File: config.mk
export PLATFORM = sky130hd
export DESIGN_NAME = multicycle_control
export DESIGN_NICKNAME = d
export VERILOG_FILES = /design/src/rtl/multicycle_control.sv
export SDC_FILE = /design/constraint.sdc
export NUM_CORES = 1
export LEC_CHECK = 0
export CORE_ASPECT_RATIO = 0.6
export CORE_UTILIZATION = 40
export DETAILED_ROUTE_END_ITERATION = 6
export GPL_TIMING_DRIVEN = 0
export PLACE_DENSITY = 0.78
export RECOVER_POWER = 25
export SLEW_MARGIN = 40
export SYNTH_ARGS = -nofsm -noshare
export SYNTH_HDL_FRONTEND = slang
export SYNTH_SLANG_ARGS = --single-unit
File: constraint.sdc
create_clock -name clock -period 1.8 [get_ports clock]
set_input_delay 0.36 -clock clock [delete_from_list [all_inputs] [get_ports clock]]
set_output_delay 0.36 -clock clock [all_outputs]
set_load 0.02 [all_outputs]
File: src/rtl/multicycle_control.sv
`default_nettype none
// ============================================================================
// Module      : multicycle_control
// Description : Moore control FSM for a multicycle MIPS-style datapath.
//               Decodes lw, sw, R-type (add/sub/and/or/slt/jr), beq, addi
//               and j. Each output is registered alongside the state it
//               belongs to. Write strobes are masked while reset is high.
// Revision    : 1.0 - initial release
// ============================================================================
module multicycle_control #(
  parameter int ALUCTL_W = 5
) (
  input  logic                clock,
  input  logic                reset,
  input  logic [5:0]          opcode,
  input  logic [5:0]          funct,
  input  logic                zero,
  output logic                PCWrite,
  output logic                IorD,
  output logic                IRWrite,
  output logic                memWrite,
  output logic                memToReg,
  output logic                regDst,
  output logic                regWriteEnable,
  output logic                branch,
  output logic                ALUSrcA,
  output logic                pcEn,
  output logic [1:0]          ALUSrcB,
  output logic [1:0]          PCSrc,
  output logic [ALUCTL_W-1:0] ALUControl,
  output logic [3:0]          state
);

  typedef enum logic [3:0] {
    S_FETCH    = 4'd0,
    S_DECODE   = 4'd1,
    S_MEMADR   = 4'd2,
    S_MEMREAD  = 4'd3,
    S_MEMWB    = 4'd4,
    S_MEMWRITE = 4'd5,
    S_EXECUTE  = 4'd6,
    S_ALUWB    = 4'd7,
    S_BRANCH   = 4'd8,
    S_ADDIEX   = 4'd9,
    S_ADDIWB   = 4'd10,
    S_JUMP     = 4'd11,
    S_JR       = 4'd12
  } state_t;

  localparam logic [5:0] c_op_rtype = 6'b000000;
  localparam logic [5:0] c_op_lw    = 6'b100011;
  localparam logic [5:0] c_op_sw    = 6'b101011;
  localparam logic [5:0] c_op_beq   = 6'b000100;
  localparam logic [5:0] c_op_addi  = 6'b001000;
  localparam logic [5:0] c_op_j     = 6'b000010;

  localparam logic [5:0] c_fn_add = 6'b100000;
  localparam logic [5:0] c_fn_sub = 6'b100010;
  localparam logic [5:0] c_fn_and = 6'b100100;
  localparam logic [5:0] c_fn_or  = 6'b100101;
  localparam logic [5:0] c_fn_slt = 6'b101010;
  localparam logic [5:0] c_fn_jr  = 6'b001000;

  localparam logic [ALUCTL_W-1:0] c_alu_and = ALUCTL_W'(5'b00000);
  localparam logic [ALUCTL_W-1:0] c_alu_or  = ALUCTL_W'(5'b00001);
  localparam logic [ALUCTL_W-1:0] c_alu_add = ALUCTL_W'(5'b00010);
  localparam logic [ALUCTL_W-1:0] c_alu_sub = ALUCTL_W'(5'b00110);
  localparam logic [ALUCTL_W-1:0] c_alu_slt = ALUCTL_W'(5'b00111);

  state_t              r_state;
  state_t              w_next;
  logic                r_pcwrite, r_iord, r_irwrite, r_memwrite, r_memtoreg;
  logic                r_regdst, r_regwe, r_branch, r_alusrca;
  logic [1:0]          r_alusrcb, r_pcsrc;
  logic [ALUCTL_W-1:0] r_aluctl;
  logic                w_pcwrite, w_iord, w_irwrite, w_memwrite, w_memtoreg;
  logic                w_regdst, w_regwe, w_branch, w_alusrca;
  logic [1:0]          w_alusrcb, w_pcsrc;
  logic [ALUCTL_W-1:0] w_aluctl;
  logic [ALUCTL_W-1:0] w_funct_alu;

  // Next-state selection; unused codes fall back to FETCH.
  always_comb begin
    w_next = S_FETCH;
    case (r_state)
      S_FETCH:   w_next = S_DECODE;
      S_DECODE: begin
        case (opcode)
          c_op_lw, c_op_sw: w_next = S_MEMADR;
          c_op_rtype: begin
            case (funct)
              c_fn_jr:                                     w_next = S_JR;
              c_fn_add, c_fn_sub, c_fn_and, c_fn_or, c_fn_slt: w_next = S_EXECUTE;
              default:                                     w_next = S_FETCH;
            endcase
          end
          c_op_beq:  w_next = S_BRANCH;
          c_op_addi: w_next = S_ADDIEX;
          c_op_j:    w_next = S_JUMP;
          default:   w_next = S_FETCH;
        endcase
      end
      S_MEMADR:  w_next = (opcode == c_op_lw) ? S_MEMREAD : S_MEMWRITE;
      S_MEMREAD: w_next = S_MEMWB;
      S_EXECUTE: w_next = S_ALUWB;
      S_ADDIEX:  w_next = S_ADDIWB;
      default:   w_next = S_FETCH;
    endcase
  end

  // ALU operation for an R-type instruction, from its funct field.
  always_comb begin
    w_funct_alu = c_alu_add;
    case (funct)
      c_fn_sub: w_funct_alu = c_alu_sub;
      c_fn_and: w_funct_alu = c_alu_and;
      c_fn_or:  w_funct_alu = c_alu_or;
      c_fn_slt: w_funct_alu = c_alu_slt;
      default:  w_funct_alu = c_alu_add;
    endcase
  end

  // Moore outputs for the state being entered, so they register with it.
  always_comb begin
    w_pcwrite  = 1'b0;
    w_iord     = 1'b0;
    w_irwrite  = 1'b0;
    w_memwrite = 1'b0;
    w_memtoreg = 1'b0;
    w_regdst   = 1'b0;
    w_regwe    = 1'b0;
    w_branch   = 1'b0;
    w_alusrca  = 1'b0;
    w_alusrcb  = 2'b00;
    w_pcsrc    = 2'b00;
    w_aluctl   = c_alu_add;
    case (w_next)
      S_FETCH: begin
        w_alusrcb = 2'b01;
        w_irwrite = 1'b1;
        w_pcwrite = 1'b1;
      end
      S_DECODE:   w_alusrcb = 2'b11;
      S_MEMADR, S_ADDIEX: begin
        w_alusrca = 1'b1;
        w_alusrcb = 2'b10;
      end
      S_MEMREAD:  w_iord = 1'b1;
      S_MEMWRITE: begin
        w_iord     = 1'b1;
        w_memwrite = 1'b1;
      end
      S_MEMWB: begin
        w_memtoreg = 1'b1;
        w_regwe    = 1'b1;
      end
      S_EXECUTE: begin
        w_alusrca = 1'b1;
        w_aluctl  = w_funct_alu;
      end
      S_ALUWB: begin
        w_regdst = 1'b1;
        w_regwe  = 1'b1;
      end
      S_ADDIWB:   w_regwe = 1'b1;
      S_BRANCH: begin
        w_alusrca = 1'b1;
        w_aluctl  = c_alu_sub;
        w_pcsrc   = 2'b01;
        w_branch  = 1'b1;
      end
      S_JUMP: begin
        w_pcsrc   = 2'b10;
        w_pcwrite = 1'b1;
      end
      S_JR: begin
        w_pcsrc   = 2'b11;
        w_pcwrite = 1'b1;
      end
      default: ;
    endcase
  end

  // State and output registers; reset parks everything in FETCH.
  always_ff @(posedge clock or posedge reset) begin
    if (reset) begin
      r_state    <= S_FETCH;
      r_pcwrite  <= 1'b1;
      r_iord     <= 1'b0;
      r_irwrite  <= 1'b1;
      r_memwrite <= 1'b0;
      r_memtoreg <= 1'b0;
      r_regdst   <= 1'b0;
      r_regwe    <= 1'b0;
      r_branch   <= 1'b0;
      r_alusrca  <= 1'b0;
      r_alusrcb  <= 2'b01;
      r_pcsrc    <= 2'b00;
      r_aluctl   <= c_alu_add;
    end else begin
      r_state    <= w_next;
      r_pcwrite  <= w_pcwrite;
      r_iord     <= w_iord;
      r_irwrite  <= w_irwrite;
      r_memwrite <= w_memwrite;
      r_memtoreg <= w_memtoreg;
      r_regdst   <= w_regdst;
      r_regwe    <= w_regwe;
      r_branch   <= w_branch;
      r_alusrca  <= w_alusrca;
      r_alusrcb  <= w_alusrcb;
      r_pcsrc    <= w_pcsrc;
      r_aluctl   <= w_aluctl;
    end
  end

  // Write strobes are held off for the whole reset pulse; the FETCH reset
  // values take effect the moment reset releases, so the first edge fetches.
  assign PCWrite        = r_pcwrite  & ~reset;
  assign IRWrite        = r_irwrite  & ~reset;
  assign memWrite       = r_memwrite & ~reset;
  assign regWriteEnable = r_regwe    & ~reset;
  assign IorD           = r_iord;
  assign memToReg       = r_memtoreg;
  assign regDst         = r_regdst;
  assign branch         = r_branch;
  assign ALUSrcA        = r_alusrca;
  assign ALUSrcB        = r_alusrcb;
  assign PCSrc          = r_pcsrc;
  assign ALUControl     = r_aluctl;
  assign pcEn           = PCWrite | (r_branch & zero);
  assign state          = r_state;

endmodule
`default_nettype wire

==> out/metrics.csv <==
metric,value,unit
unrepaired setup endpoints after global routing,true,
max frequency,515,MHz
footprint of the multi-input gates,653,um2
Synth cell types,46,
clk_lat worst skew,0.25,ns
Vias/cell,5.44,
Worst-path clk slew,0.07,ns
Total GRT Usage,20.1,%
maximum VDD drop,0.538,mV
placed insts,184,
post-synthesis register bit count,20,
synthesis-to-layout area growth,61.0,%
DRC errors left,0,
cell mode on critical path,or4_4,
kind of critical path,in -> reg,
number of synthesized flops with an enable pin,0,
"Seq/Total Area, Yosys",46.4,%
fin cells,195,
synthesized area,1090,um2
Crit path arrival time,2.08,ns
gpl congestion,0.784,
status,"finished, violations left",
"Slew Viols, Final",0,
hold crit path type,in -> async,
setup violators final,10,
total gr overflow,0,
average size of a mapped cell,9.31,um2
Max Cap Viol,0,
first-pass GRT wire length,4.59,mm
final net count,179,
Clock Path Buffers,2,
root buffer cell,clkbuf_8,
Die Wd,69.4,um
yosys warns,0,
die area,2940,um2
vias in the first global route,961,
fillcell total,173,
CP Cell Sequence,buf_8 > or4_4 > or4_4 > a21oi_4 > o21ai_4 > and3_4 > or2_1,
ys flop type,dfrtp_1,
IO Port Bufs,34,
wire per inst,14.6,um
layout cells sized above 1,37.4,%
CP Buf/Inv Count,1,
design area,1750,um2
skew final,0.00118,ns
top layer in use,met4,
violations in the final reports,negative setup slack,
ys async rst share,100,%
drt first pass iters,4,
CTS tree,done,
met2 routed WL,1.34,mm
"antenna viol nets, final",0,
CP max-delay cell,or4_4,
diode count,0,
Leak,0.792,nW
wl on met1,1.28,mm
Core Footprint,2540,um2
initial core utilization,42.9,%
clock sinks,20,
Rows,14,
R2R cell count,9,
Crit path max-delay family,simple AND/OR/NAND/NOR gates,
placed cell areas,1490,um2
height of the die,42.4,um
Final Core Density,69.1,%
routed length on met3,211,um
Pwr Density,867,nW/um2
Worst path max stage delay,0.54,ns
period utilization,108,%
Critical Path RT,1.94,ns
CP max FO,5,
drt total wl,2.86,mm
Num CTS Buffers,3,
largest net degree at the start of global routing,21,
actual slew at the worst max-slew pin,0.697,ns
number of I/O pins,38,
initial antenna violation count,0,
htree depth,1,
Crit path depth,7,
Syn Inst Count,117,
DP HPWL,1.87,mm
min cycle time layout,1.94,ns
initial drt markers,34,
Vias,1060,
sequential cell area,507,um2
Final Hold Vio Count,0,
CP startpoint kind,primary input,
Slew HR,53.5,%
setup ws final,-0.143,ns
crit path capture type,register,
layer usage:
layer	GRT usage [%]	vias up
li1	-	507
met5	0	-
met1	26.9	505
met3	6.73	4
met2	32.8	44
met4	2.45	0
power by group:
part           switching [mW]  total, mW  internal [mW]
clock                   0.132      0.326          0.194
combinational           0.369      0.626          0.256
sequential             0.0293      0.569          0.540
flip-flops by register name (all words and copies together), names as in the netlist:
register / count
memToReg: 1
ALUSrcA: 1
ALUControl: 3
r_regwe: 1
branch: 1
ALUSrcB: 2
IorD: 1
state: 4
r_pcwrite: 1
regDst: 1
r_memwrite: 1
PCSrc: 2
r_irwrite: 1
synth_stat cells (2+ instances only):
library cell	instances	share of area, %
dfrtp_1	16	37
dfstp_2	4	9.6
nor2_1	10	3.4
a211oi_1	2	1.4
o21ai_0	3	1.4
a31oi_1	2	1.1
nor3_1	5	2.3
inv_1	9	3.1
and3_1	2	1.1
a2111oi_0	2	1.6
buf_4	2	1.4
nand2_1	4	1.4
a21o_1	2	1.4
nand3_1	5	2.3
nor3b_1	2	1.4
nor2b_1	7	4.0
clkbuf_1	3	1.0
o21a_1	2	1.4
or4_4	2	2.1
nor4_1	4	2.3
a21oi_1	4	1.8
layout make-up:
class	count	share of cell area, %
Multi-Input combinational cell	81	37.2
Sequential cell	20	28.9
Timing Repair Buffer	42	23.1
Clock buffer	4	3.14
Buffer	6	3.07
Inverter	10	2.28
Tap cell	32	2.28
cell families (layout without fill, tap and decap cells):
kind of cell	Yosys count	count (layout)	share of synthesized area, %
other cells	1	2	0.344
buf+inv	17	62	7.35
flops	20	20	46.4
xor+xnor	2	2	1.61
compound gates	27	27	17.5
simple gates	50	50	26.9
final timing paths:
kind | end | slack (ns) | start
setup / recovery | ALUSrcA$_DFF_PP0_ | -0.14 | opcode[0]
hold / removal | branch$_DFF_PP0_ | 0.41 | reset
setup reg to reg | PCSrc[1]$_DFF_PP0_ | -0.05 | state[2]$_DFF_PP0_
hold reg to reg | ALUSrcB[0]$_DFF_PP1_ | 0.60 | state[1]$_DFF_PP0_
max in group asynchronous | state[3]$_DFF_PP0_ | 0.90 | reset
min in group clock | r_memwrite$_DFF_PP0_ | 0.44 | opcode[3]
per-stage QoR:
stage	hold WS [ns]	worst slack [ns]	power [mW]	TNS, ns
6_report	0.415	-0.143	1.52	-0.842
5_1_grt	0.456	-0.166	1.62	-1.25
4_1_cts	0.420	-0.257	1.46	-1.50
3_5_place_dp	0.623	-0.858	1.11	-10.25
3_3_place_gp	0.608	-0.825	1.10	-9.49
2_1_floorplan	0.321	-0.207	0.888	-0.510
timing repair:
item,in CTS,in global routing
hold buffers,0,0
pin swaps,11,10
resized for setup,45,32
endpoints found under the setup margin,20,14
buffers inserted,8,0
layout by cell type, fill, tap and decap left out, drive strengths merged, types with 2 or more instances in the layout:
cell type,count
a2111oi,2
a211oi,2
a21o,2
a21oi,5
a31oi,2
and3,2
buf,18
clkbuf,5
clkdlybuf4s50,19
conb,2
dfrtp,16
dfstp,4
dlygate4sd2,5
dlymetal6s2s,5
inv,10
nand2,4
nand3,5
nor2,10
nor2b,7
nor3,5
nor3b,2
nor4,4
o21a,2
o21ai,5
or2,2
or4,2
No activity file was read; power rests on OpenSTA's default activity.
